### config.mk
export PLATFORM = sky130hd
export DESIGN_NAME = xtea_core
export DESIGN_NICKNAME = d
export VERILOG_FILES = /design/src/rtl/xtea_core.sv
export SDC_FILE = /design/constraint.sdc
export NUM_CORES = 1
export LEC_CHECK = 0
export BUFFER_PORTS_ARGS = -buffer_cell sky130_fd_sc_hd__buf_2
export CELL_PAD_IN_SITES_DETAIL_PLACEMENT = 0
export CELL_PAD_IN_SITES_GLOBAL_PLACEMENT = 1
export CORE_MARGIN = 10
export CORE_UTILIZATION = 43
export DETAILED_ROUTE_END_ITERATION = 10
export PLACE_DENSITY_LB_ADDON = 0.1
export SYNTH_ARGS = -nofsm -noshare
export SYNTH_HDL_FRONTEND = slang
export SYNTH_SLANG_ARGS = --single-unit
### constraint.sdc
create_clock -name clock -period 7.9 [get_ports clock]
set_input_delay 0.395 -clock clock [delete_from_list [all_inputs] [get_ports clock]]
set_output_delay 0.395 -clock clock [all_outputs]
set_load 0.01 [all_outputs]
### src/rtl/xtea_core.sv
// XTEA block-cipher engine: one Feistel half-round per clock, encrypt or decrypt per operation,
// with a start/ready/done handshake and a configurable number of cycles.
module xtea_core #(
  parameter int unsigned ROUNDS = 32,
  parameter logic [31:0] DELTA  = 32'h9E3779B9
) (
  input  logic         clock,
  input  logic         reset,
  input  logic         start,
  input  logic         decrypt,
  input  logic [31:0]  data_in1,
  input  logic [31:0]  data_in2,
  input  logic [127:0] key_in,
  output logic         ready,
  output logic [31:0]  data_out1,
  output logic [31:0]  data_out2,
  output logic         done
);

  localparam logic [31:0] DecSum    = DELTA * ROUNDS;
  localparam logic [7:0]  LastRound = 8'(ROUNDS - 1);

  typedef enum logic [1:0] {StIdle, StHalfA, StHalfB, StFinish} state_e;

  state_e        state_q, state_d;
  logic [31:0]   w0_q, w0_d, w1_q, w1_d, sum_q, sum_d;
  logic [31:0]   out1_q, out1_d, out2_q, out2_d;
  logic [127:0]  key_q, key_d;
  logic [7:0]    r_q, r_d;
  logic          dec_q, dec_d, done_q, done_d;
  logic [31:0]   sub_lo, sub_hi;

  function automatic logic [31:0] mix(logic [31:0] v);
    return ((v << 4) ^ (v >> 5)) + v;
  endfunction

  function automatic logic [31:0] key_word(logic [127:0] k, logic [1:0] idx);
    case (idx)
      2'd0:    return k[127:96];
      2'd1:    return k[95:64];
      2'd2:    return k[63:32];
      default: return k[31:0];
    endcase
  endfunction

  // Round subkeys selected by the low and high sum bits respectively.
  assign sub_lo = sum_q + key_word(key_q, sum_q[1:0]);
  assign sub_hi = sum_q + key_word(key_q, sum_q[12:11]);

  always_ff @(posedge clock or posedge reset) begin
    if (reset) begin
      state_q <= StIdle;
    end else begin
      state_q <= state_d;
    end
  end

  always_comb begin
    state_d = state_q;
    case (state_q)
      StIdle:   if (start) state_d = StHalfA;
      StHalfA:  state_d = StHalfB;
      StHalfB:  state_d = (r_q == LastRound) ? StFinish : StHalfA;
      StFinish: state_d = StIdle;
      default:  state_d = StIdle;
    endcase
  end

  always_comb begin
    ready = (state_q == StIdle);
  end

  always_comb begin
    w0_d   = w0_q;
    w1_d   = w1_q;
    sum_d  = sum_q;
    key_d  = key_q;
    r_d    = r_q;
    dec_d  = dec_q;
    out1_d = out1_q;
    out2_d = out2_q;
    done_d = (state_q == StFinish);
    case (state_q)
      StIdle: begin
        if (start) begin
          w0_d  = data_in1;
          w1_d  = data_in2;
          key_d = key_in;
          dec_d = decrypt;
          r_d   = 8'd0;
          sum_d = decrypt ? DecSum : 32'd0;
        end
      end
      StHalfA: begin
        if (dec_q) begin
          w1_d  = w1_q - (mix(w0_q) ^ sub_hi);
          sum_d = sum_q - DELTA;
        end else begin
          w0_d  = w0_q + (mix(w1_q) ^ sub_lo);
          sum_d = sum_q + DELTA;
        end
      end
      StHalfB: begin
        r_d = r_q + 8'd1;
        if (dec_q) begin
          w0_d = w0_q - (mix(w1_q) ^ sub_lo);
        end else begin
          w1_d = w1_q + (mix(w0_q) ^ sub_hi);
        end
      end
      StFinish: begin
        out1_d = w0_q;
        out2_d = w1_q;
      end
      default: ;
    endcase
  end

  always_ff @(posedge clock or posedge reset) begin
    if (reset) begin
      w0_q   <= '0;
      w1_q   <= '0;
      sum_q  <= '0;
      key_q  <= '0;
      r_q    <= '0;
      dec_q  <= 1'b0;
      out1_q <= '0;
      out2_q <= '0;
      done_q <= 1'b0;
    end else begin
      w0_q   <= w0_d;
      w1_q   <= w1_d;
      sum_q  <= sum_d;
      key_q  <= key_d;
      r_q    <= r_d;
      dec_q  <= dec_d;
      out1_q <= out1_d;
      out2_q <= out2_d;
      done_q <= done_d;
    end
  end

  assign data_out1 = out1_q;
  assign data_out2 = out2_q;
  assign done      = done_q;

endmodule
== Word level (Yosys, flattened, before mapping) ==
Cells that the tools add are included.

* Bits of input ports: 196
* Register bits: 300
* Logic and storage cells: 68
* Output and inout port bits: 66

* Reduce and logical (&&, ||, !) cells: 11
* Bitwise gates (word level): 4
* Eq/ne operators: 13
* Muxes and demuxes: 19
* Add/subtract/negate cells: 11

{| class="wikitable"
|+ Operators by type and width
! operator !! number
|-
| $pmux W32 S3 || 4
|-
| $mux W32 || 9
|-
| $add A32 B32 Y32 || 6
|-
| $pmux W32 S2 || 1
|-
| $sub A32 B32 Y32 || 2
|-
| $xor A32 B27 Y32 || 2
|-
| $xor A32 B32 Y32 || 2
|-
| $add A32 B32 Y32 const B || 1
|-
| $sub A32 B32 Y32 const B || 1
|-
| $pmux W8 S2 || 1
|-
| $ne A2 B2 Y1 const B || 5
|-
| $add A8 B1 Y8 const B || 1
|-
| $eq A2 B2 Y1 const B || 4
|-
| $eq A8 B5 Y1 const B || 1
|-
| $mux W8 || 1
|-
| $pmux W2 S4 || 1
|-
| $reduce_and A4 Y1 || 2
|-
| $eq A2 B1 Y1 const B || 3
|-
| $logic_not A2 Y1 || 3
|-
| $reduce_and A2 Y1 || 3
|-
| $mux W2 || 2
|-
| $reduce_bool A2 Y1 || 2
|-
| $reduce_bool A3 Y1 || 1
|}

== Depth between registers and ports, before layout ==
Gate-level depths: netlist (run 1).

* Depth after elaboration: 7
* Depth in mapped cells: 28

== Worst setup path before layout (run 1) ==
OpenSTA, ideal clock, no wires.

* Kind: register to register
* Start point: reg sum_q[0]
* End point: reg w0_q[31]
* Data required time: 7.818 ns
* Arrival time: 6.897 ns
* Period minus slack after synthesis: 6.979 ns
* Path slack: 0.921 ns
* Cell stages (with the launch flop): 29
* Cells stage by stage: dfrtp_1 clkbuf_1 buf_1 mux4_2 ha_1 a211oi_2 o21bai_1 a21oi_1 xnor3_1 or3_4 nor2_1 nand3_1 nor2_1 and3_1 a21oi_1 xnor2_1 ha_1 a21o_1 a21oi_1 nand3_1 a2111oi_0 nor3_1 nor2_1 a311oi_1 a211o_1 xor2_1 nor2_1 mux2_1 a31oi_1

* Word-level cells in the longest chain between the ends: 7

{| class="wikitable"
|+ RTL lines
! item !! RTL line !! RTL
|-
| start, declared || 26 || <nowiki>logic [31:0] w0_q, w0_d, w1_q, w1_d, sum_q, sum_d;</nowiki>
|-
| start signal, assigned || 133 || <nowiki>sum_q <= sum_d;</nowiki>
|-
| $eq A2 B2 Y1, or another cell as far along || 38 || <nowiki>case (idx)</nowiki>
|-
| $pmux W32 S3 || 38 ||
|-
| $add A32 B32 Y32 * || 47 || <nowiki>assign sub_lo = sum_q + key_word(key_q, sum_q[1:0]);</nowiki>
|-
| $xor A32 B32 Y32 * || 99, 106 ||
|-
| $sub A32 B32 Y32 / $add A32 B32 Y32 (equally long branches) || 106, 99 ||
|-
| $mux W32, on equally long branches || 105, 95 ||
|-
| $pmux W32 S3 * || 83 || <nowiki>case (state_q)</nowiki>
|-
| end signal, assigned || 131 || <nowiki>w0_q <= w0_d;</nowiki>
|-
| end, declared || 26 ||
|}

Mark *: on every way between the ends. The rest lies on a longest branch, timed or not. The select of a mux whose other input is x is not followed.
A chain may end at the register's enable or synchronous reset.

== Final worst setup path (run 1) ==
Ends and elaborated chain as after synthesis.

==> results.toml, run 1 <==
[placed_design]
io_buffers = 261
dpl.hpwl_mm = 75.6
gp_congestion = 0.919

[timing]
setup_viol_count_final = 0
drv_slew = 0
finalCritPeriodShare = 0.931
slew_headroom = 0.336
fmax_mhz = 136
tns_ns = 0
period_minus_slack_ns = 7.36
rsz0062_at_grt = "no"
hold_viol = 0
finalClockSkew_ns = 0.0288
worst_pin_slew_ns = 0.971

[worst_setup_path]
cp.required_ns = 8.39
crit_arrival_ns = 7.84
worst-path-max-fanout = 12
cp_slowest_stage_delay_ns = 0.67
critPathKind = "flop to flop"
critPathLaunchType = "flop"
endpoint_kind = "flop"
slowest_stage = "nor4_1"

[worst_hold_path]
min-delay-path-class = "input port to flop"

[global_routing]
overflow = 0
grt_start_max_net_pins = 72
antenna_found_initial = 5
grt_pass1_wl_mm = 140
track_usage = 0.244
grt_pass1_vias = 22913

[routing]
drc = 0
top_layer = "met4"
vias = 22586
wl_met1_mm = 41.8
wirelength_mm = 91.8
vias_per_cell = 5.81
wl_per_cell_microns = 23.6
drt_iter0_markers = 1533
dr.pass1.iters = 5
antenna_left = 0
met2WireLength_mm = 44.2
dr_wl_met3_mm = 4.38

[synthesis]
synth_cell_types = 93
synth_area_sq_mm = 0.0267
synth_edf_count = 0
synth_cells = 2799
avgSynthCellArea_sq_um = 9.54
dominantRegCellSynth = "dfrtp_1"
synth_async_sr_flop_share = 1.00
synth_nets = 3238
ys_seq_area_frac = 0.281
ys_warn_count = 0
synth_seq_cells = 300

[cells_and_area]
layout-area-overhead-vs-synth_pct = 12.9
drive_above_1_share = 0.211
fin_nets = 3464
layout_commonest_cell = "dfrtp_1"
mostFrequentLayoutCells = "dfrtp_1, buf_2, a21oi_1"

[clocking]
cts_setup_buffers = 0
cts_root_buffer = "clkbuf_16"
cts_max_level = 2
cts_tree = "yes"
clkTransAtPathRegs_ns = 0.07
cts_buffers = 36
cts.sinks = 300
insertion_delay_ns = 0.58
cts_buffer_depth = 3

[die]
core-area_sq_mm = 0.0616
die_y_microns = 269
initial_core_util = 0.434
std_cell_rows = 91
die-area_sq_mm = 0.0725
io_pins = 262
die_x_microns = 269

[flow_run]
cap_violations = 0

[outcome]
status = "finished clean"
==> critical path, delay by kind of cell, from the launching register on <==
family                     cells  cell delay [ns]
adders and majority gates      3             0.94
xor gates and xnor gates       3             0.85
DFF                            1             0.59
muxes                          2             0.88
AOI/OAI and AO/OA              7             1.84
and+or+nand+nor               11             2.19
==> cell type report <==
cell class,instances,area (sq um)
well taps,837,1050
clock buffers,48,1010
fillers,5899,31500
flip-flops and latches,300,7510
inverters,59,225
clock inverters,13,179
diodes,1,2.50
multi-input cells,2336,18600
repair buffers,292,1540
==> sequential cells by signal, summed over array words and instances (netlist names) <==
register / cells
data_out1: 32
sum_q: 32
w1_q: 32
data_out2: 32
dec_q: 1
r_q: 8
state_q: 2
key_q: 128
w0_q: 32
done: 1
==> worst paths after layout <==
path / start / to / slack [ns] / depth (start not counted)
worst min-delay path: key_in[97] / key_q[97] / 0.05 / 2
worst min register to register: data_out2[18] / data_out2[18] / 0.50 / 1
max in group asynchronous: reset / data_out1[1] / 5.83 / 5
worst max register to register: sum_q[0] / w0_q[31] / 0.54 / 26
worst max-delay path: sum_q[0] / w0_q[31] / 0.54 / 26
min in group asynchronous: reset / sum_q[1] / 0.53 / 4
==> Yosys cell counts (28+ instances only) <==
| master | instances | area [sq um] |
|---|---|---|
| a21o_1 | 87 | 653 |
| o21ai_0 | 190 | 951 |
| xnor2_1 | 212 | 1860 |
| nor2_1 | 133 | 499 |
| clkbuf_1 | 89 | 334 |
| nand4_1 | 37 | 231 |
| a31oi_1 | 28 | 175 |
| inv_1 | 58 | 218 |
| mux2_2 | 194 | 2180 |
| o21a_1 | 32 | 240 |
| dfrtp_1 | 300 | 7510 |
| nor3_1 | 37 | 185 |
| a21oi_1 | 249 | 1250 |
| xor2_1 | 136 | 1190 |
| nand2_1 | 228 | 856 |
| mux2i_1 | 53 | 531 |
| ha_1 | 236 | 2950 |
| mux4_2 | 64 | 1440 |
| nand3_1 | 39 | 195 |
| nor2b_1 | 28 | 175 |
==> kinds of logic after synthesis <==
kind of cell / Yosys count / share of synthesized area
multiplexers: 312 / 0.156
AO/OA/AOI/OAI: 790 / 0.183
AND/OR/NAND/NOR: 628 / 0.115
adder cells (fa/ha/maj): 243 / 0.116
buffers and inverters: 163 / 0.0230
XOR/XNOR: 363 / 0.126
flip-flops: 300 / 0.281
==> per-layer routing <==
metal,track usage,vias to the layer above
met5,0,-
met4,0.0471,0
met3,0.0304,85
met2,0.415,560
met1,0.330,11151
li1,-,10790
==> stage by stage <==
step / util / std cells / setup WS, ns / hold slack, ns / instance area (sq um)
after global placement: 0.470 / 3823 / 0.596 / 0.484 / 28900
after floorplan: - / 2799 / 0.921 / 0.473 / 26700
final: 0.489 / 3886 / 0.544 / 0.0492 / 30100
after detailed placement: 0.470 / 3823 / 0.534 / 0.490 / 28900
after CTS: 0.489 / 3885 / 0.507 / 0.0271 / 30100
after global routing: 0.489 / 3885 / 0.0709 / 0.0316 / 30100
==> what timing repair did <==
action	4_1_cts	5_1_grt
hold endpoints to repair	32	0
endpoints found under the setup margin	0	1
hold buffers	1	0
resized for setup	0	1
Power of run 1 is not shown: default switching activity piles up to over one toggle a cycle in this logic, so the estimate is an artifact.
==> run 2, diff against run 1 <==
- CORE_UTILIZATION: 43 -> 48
- clock period: 7.9 -> 6.9 ns (I/O delays scaled with it)
==> run 2 against run 1 <==
Effect of this change: global-route usage is 3.2 points higher; sequential share of layout area is 0.77 points lower; clock skew is 0.015 ns lower; fmax is 11% higher; critical path depth is 1 higher; utilization is 7.6 points higher; register-to-register slack worse by 0.29 ns; flip-flop and latch count stayed put; critical path type unchanged; critical endpoint unchanged; largest cell class unchanged; highest routed layer unchanged.
==> results.toml, run 2 (synthesis results as in run 1) <==
[outcome]
status = "finished clean"

[die]
std_cell_rows = 86
initial_core_util = 0.485
core-area_sq_mm = 0.0551
die_y_microns = 256
io_pins = 262
die_x_microns = 256
die-area_sq_mm = 0.0655

[cells_and_area]
seq_area_sq_mm = 0.00751
fin_nets = 3571
fin_util = 0.565
mostFrequentLayoutCells = "dfrtp_1, buf_2, a21oi_1"
layout_commonest_cell = "dfrtp_1"
largest-register = "key_q"
multi_input_area_sq_mm = 0.0187
largest_register_ffs = 128
layout-area-overhead-vs-synth_pct = 16.5
drive_above_1_share = 0.235
nFillCells = 4954
antennaDiodeCount = 0

[flow_run]
cap_violations = 0

[routing]
wl_per_cell_microns = 23.9
vias_per_cell = 5.96
dr.pass1.iters = 7
vias = 23251
drt_iter0_markers = 1633
wirelength_mm = 93.1
drc = 0
antenna_left = 0

[worst_setup_path]
cp.required_ns = 7.37
crit_arrival_ns = 7.12
r2r_end = "w0_q[31]"
critPathLaunchType = "flop"
worst-path-max-fanout = 7
slowest_stage = "mux4_2"
cp_slowest_stage_delay_ns = 0.56
critPathKind = "flop to flop"
reg2reg_slack_ns = 0.25
timing.rr.start = "sum_q[0]"
r2r_cells = 27
endpoint_kind = "flop"
critical_path.startpoint = "sum_q[0]"

[clocking]
cts.sinks = 300
cts_buffer_depth = 3
clkTransAtPathRegs_ns = 0.06
cts_root_buffer = "clkbuf_16"
cts_max_level = 2
cts_tree = "yes"
cts_buffers = 35
insertion_delay_ns = 0.56

[global_routing]
grt_pass1_vias = 23340
track_usage = 0.276
overflow = 0
grt_start_max_net_pins = 135
grt_pass1_wl_mm = 143
antenna_found_initial = 0

[placed_design]
gp_congestion = 0.936
io_buffers = 261
dpl.hpwl_mm = 76.3

[timing]
slew_headroom = 0.298
period_minus_slack_ns = 6.65
rsz0062_at_grt = "yes"
drv_slew = 0
worst_pin_slew_ns = 1.05
fmax_mhz = 150
hold_viol = 0
setup_viol_count_final = 0
finalClockSkew_ns = 0.0138
finalCritPeriodShare = 0.963

[worst_hold_path]
min-delay-path-class = "input port to async pin"
run 2: cell count changes in the layout (fill, tap and decap cells not counted), sizes merged:
| cell | change |
|---|---|
| bufinv | +1 |
| clkinvlp | +1 |
| dlygate4sd3 | +31 |
| buf | +77 |
| clkbuf | +1 |
| clkinv | -2 |
| inv | -2 |
| diode | -1 |
run 2: final cells by class:
cell class,count,area share
well taps,748,0.0301
flip-flops and latches,300,0.242
clock inverters,11,0.00643
repair buffers,400,0.0801
clock buffers,49,0.0328
inverters,59,0.00724
multi-input cells,2336,0.602
run 2: stage by stage:
stage | TNS (ns) | area (sq um) | instances | hold slack (ns) | setup WS, ns
final | 0 | 31100 | 3903 | 0.0206 | 0.252
after detailed placement | 0 | 29400 | 3802 | 0.491 | 0.0166
after floorplan | 0 | 26700 | 2799 | 0.473 | 0.171
after global routing | -0.119 | 31100 | 3903 | 0.0110 | -0.119
after CTS | 0 | 30900 | 3894 | 0.000156 | 0.0231
after global placement | 0 | 29400 | 3802 | 0.484 | 0.131
run 2: routing by layer:
| layer | global-route usage | routed length [microns] | up-vias |
|---|---|---|---|
| met2 | 0.461 | 44100 | 654 |
| met1 | 0.377 | 41800 | 11496 |
| met5 | 0 | 0 | - |
| met3 | 0.0348 | 5170 | 98 |
| li1 | - | - | 11003 |
| met4 | 0.0607 | 2040 | 0 |
run 2: worst max path at each step:
| stage | to | slack, ns | cells past startpoint |
|---|---|---|---|
| final | w0_q[31] | 0.25 | 27 |
| after global routing | w0_q[31] | -0.12 | 27 |
| after CTS | w0_q[31] | 0.02 | 24 |
| after detailed placement | w1_q[31] | 0.02 | 24 |
| after global placement | w0_q[31] | 0.13 | 24 |
| after floorplan | w0_q[31] | 0.17 | 28 |
run 2: critical path, delay by kind of cell, from the launching register on:
family	cells	cell delay, ns
AO/OA/AOI/OAI	10	2.18
XOR/XNOR	3	0.66
adder cells (fa/ha/maj)	2	0.60
buffers and inverters	1	0.20
flip-flops	1	0.48
multiplexers	2	0.89
AND/OR/NAND/NOR	9	1.54
run 2: timing repair:
action,in CTS,in global routing
hold buffers,32,0
endpoints found under the setup margin,1,12
gates resized for setup,1,32
pin swaps,0,3
buffers inserted,0,9
hold endpoints to repair,32,0
Power of run 2 is left out for the same reason.
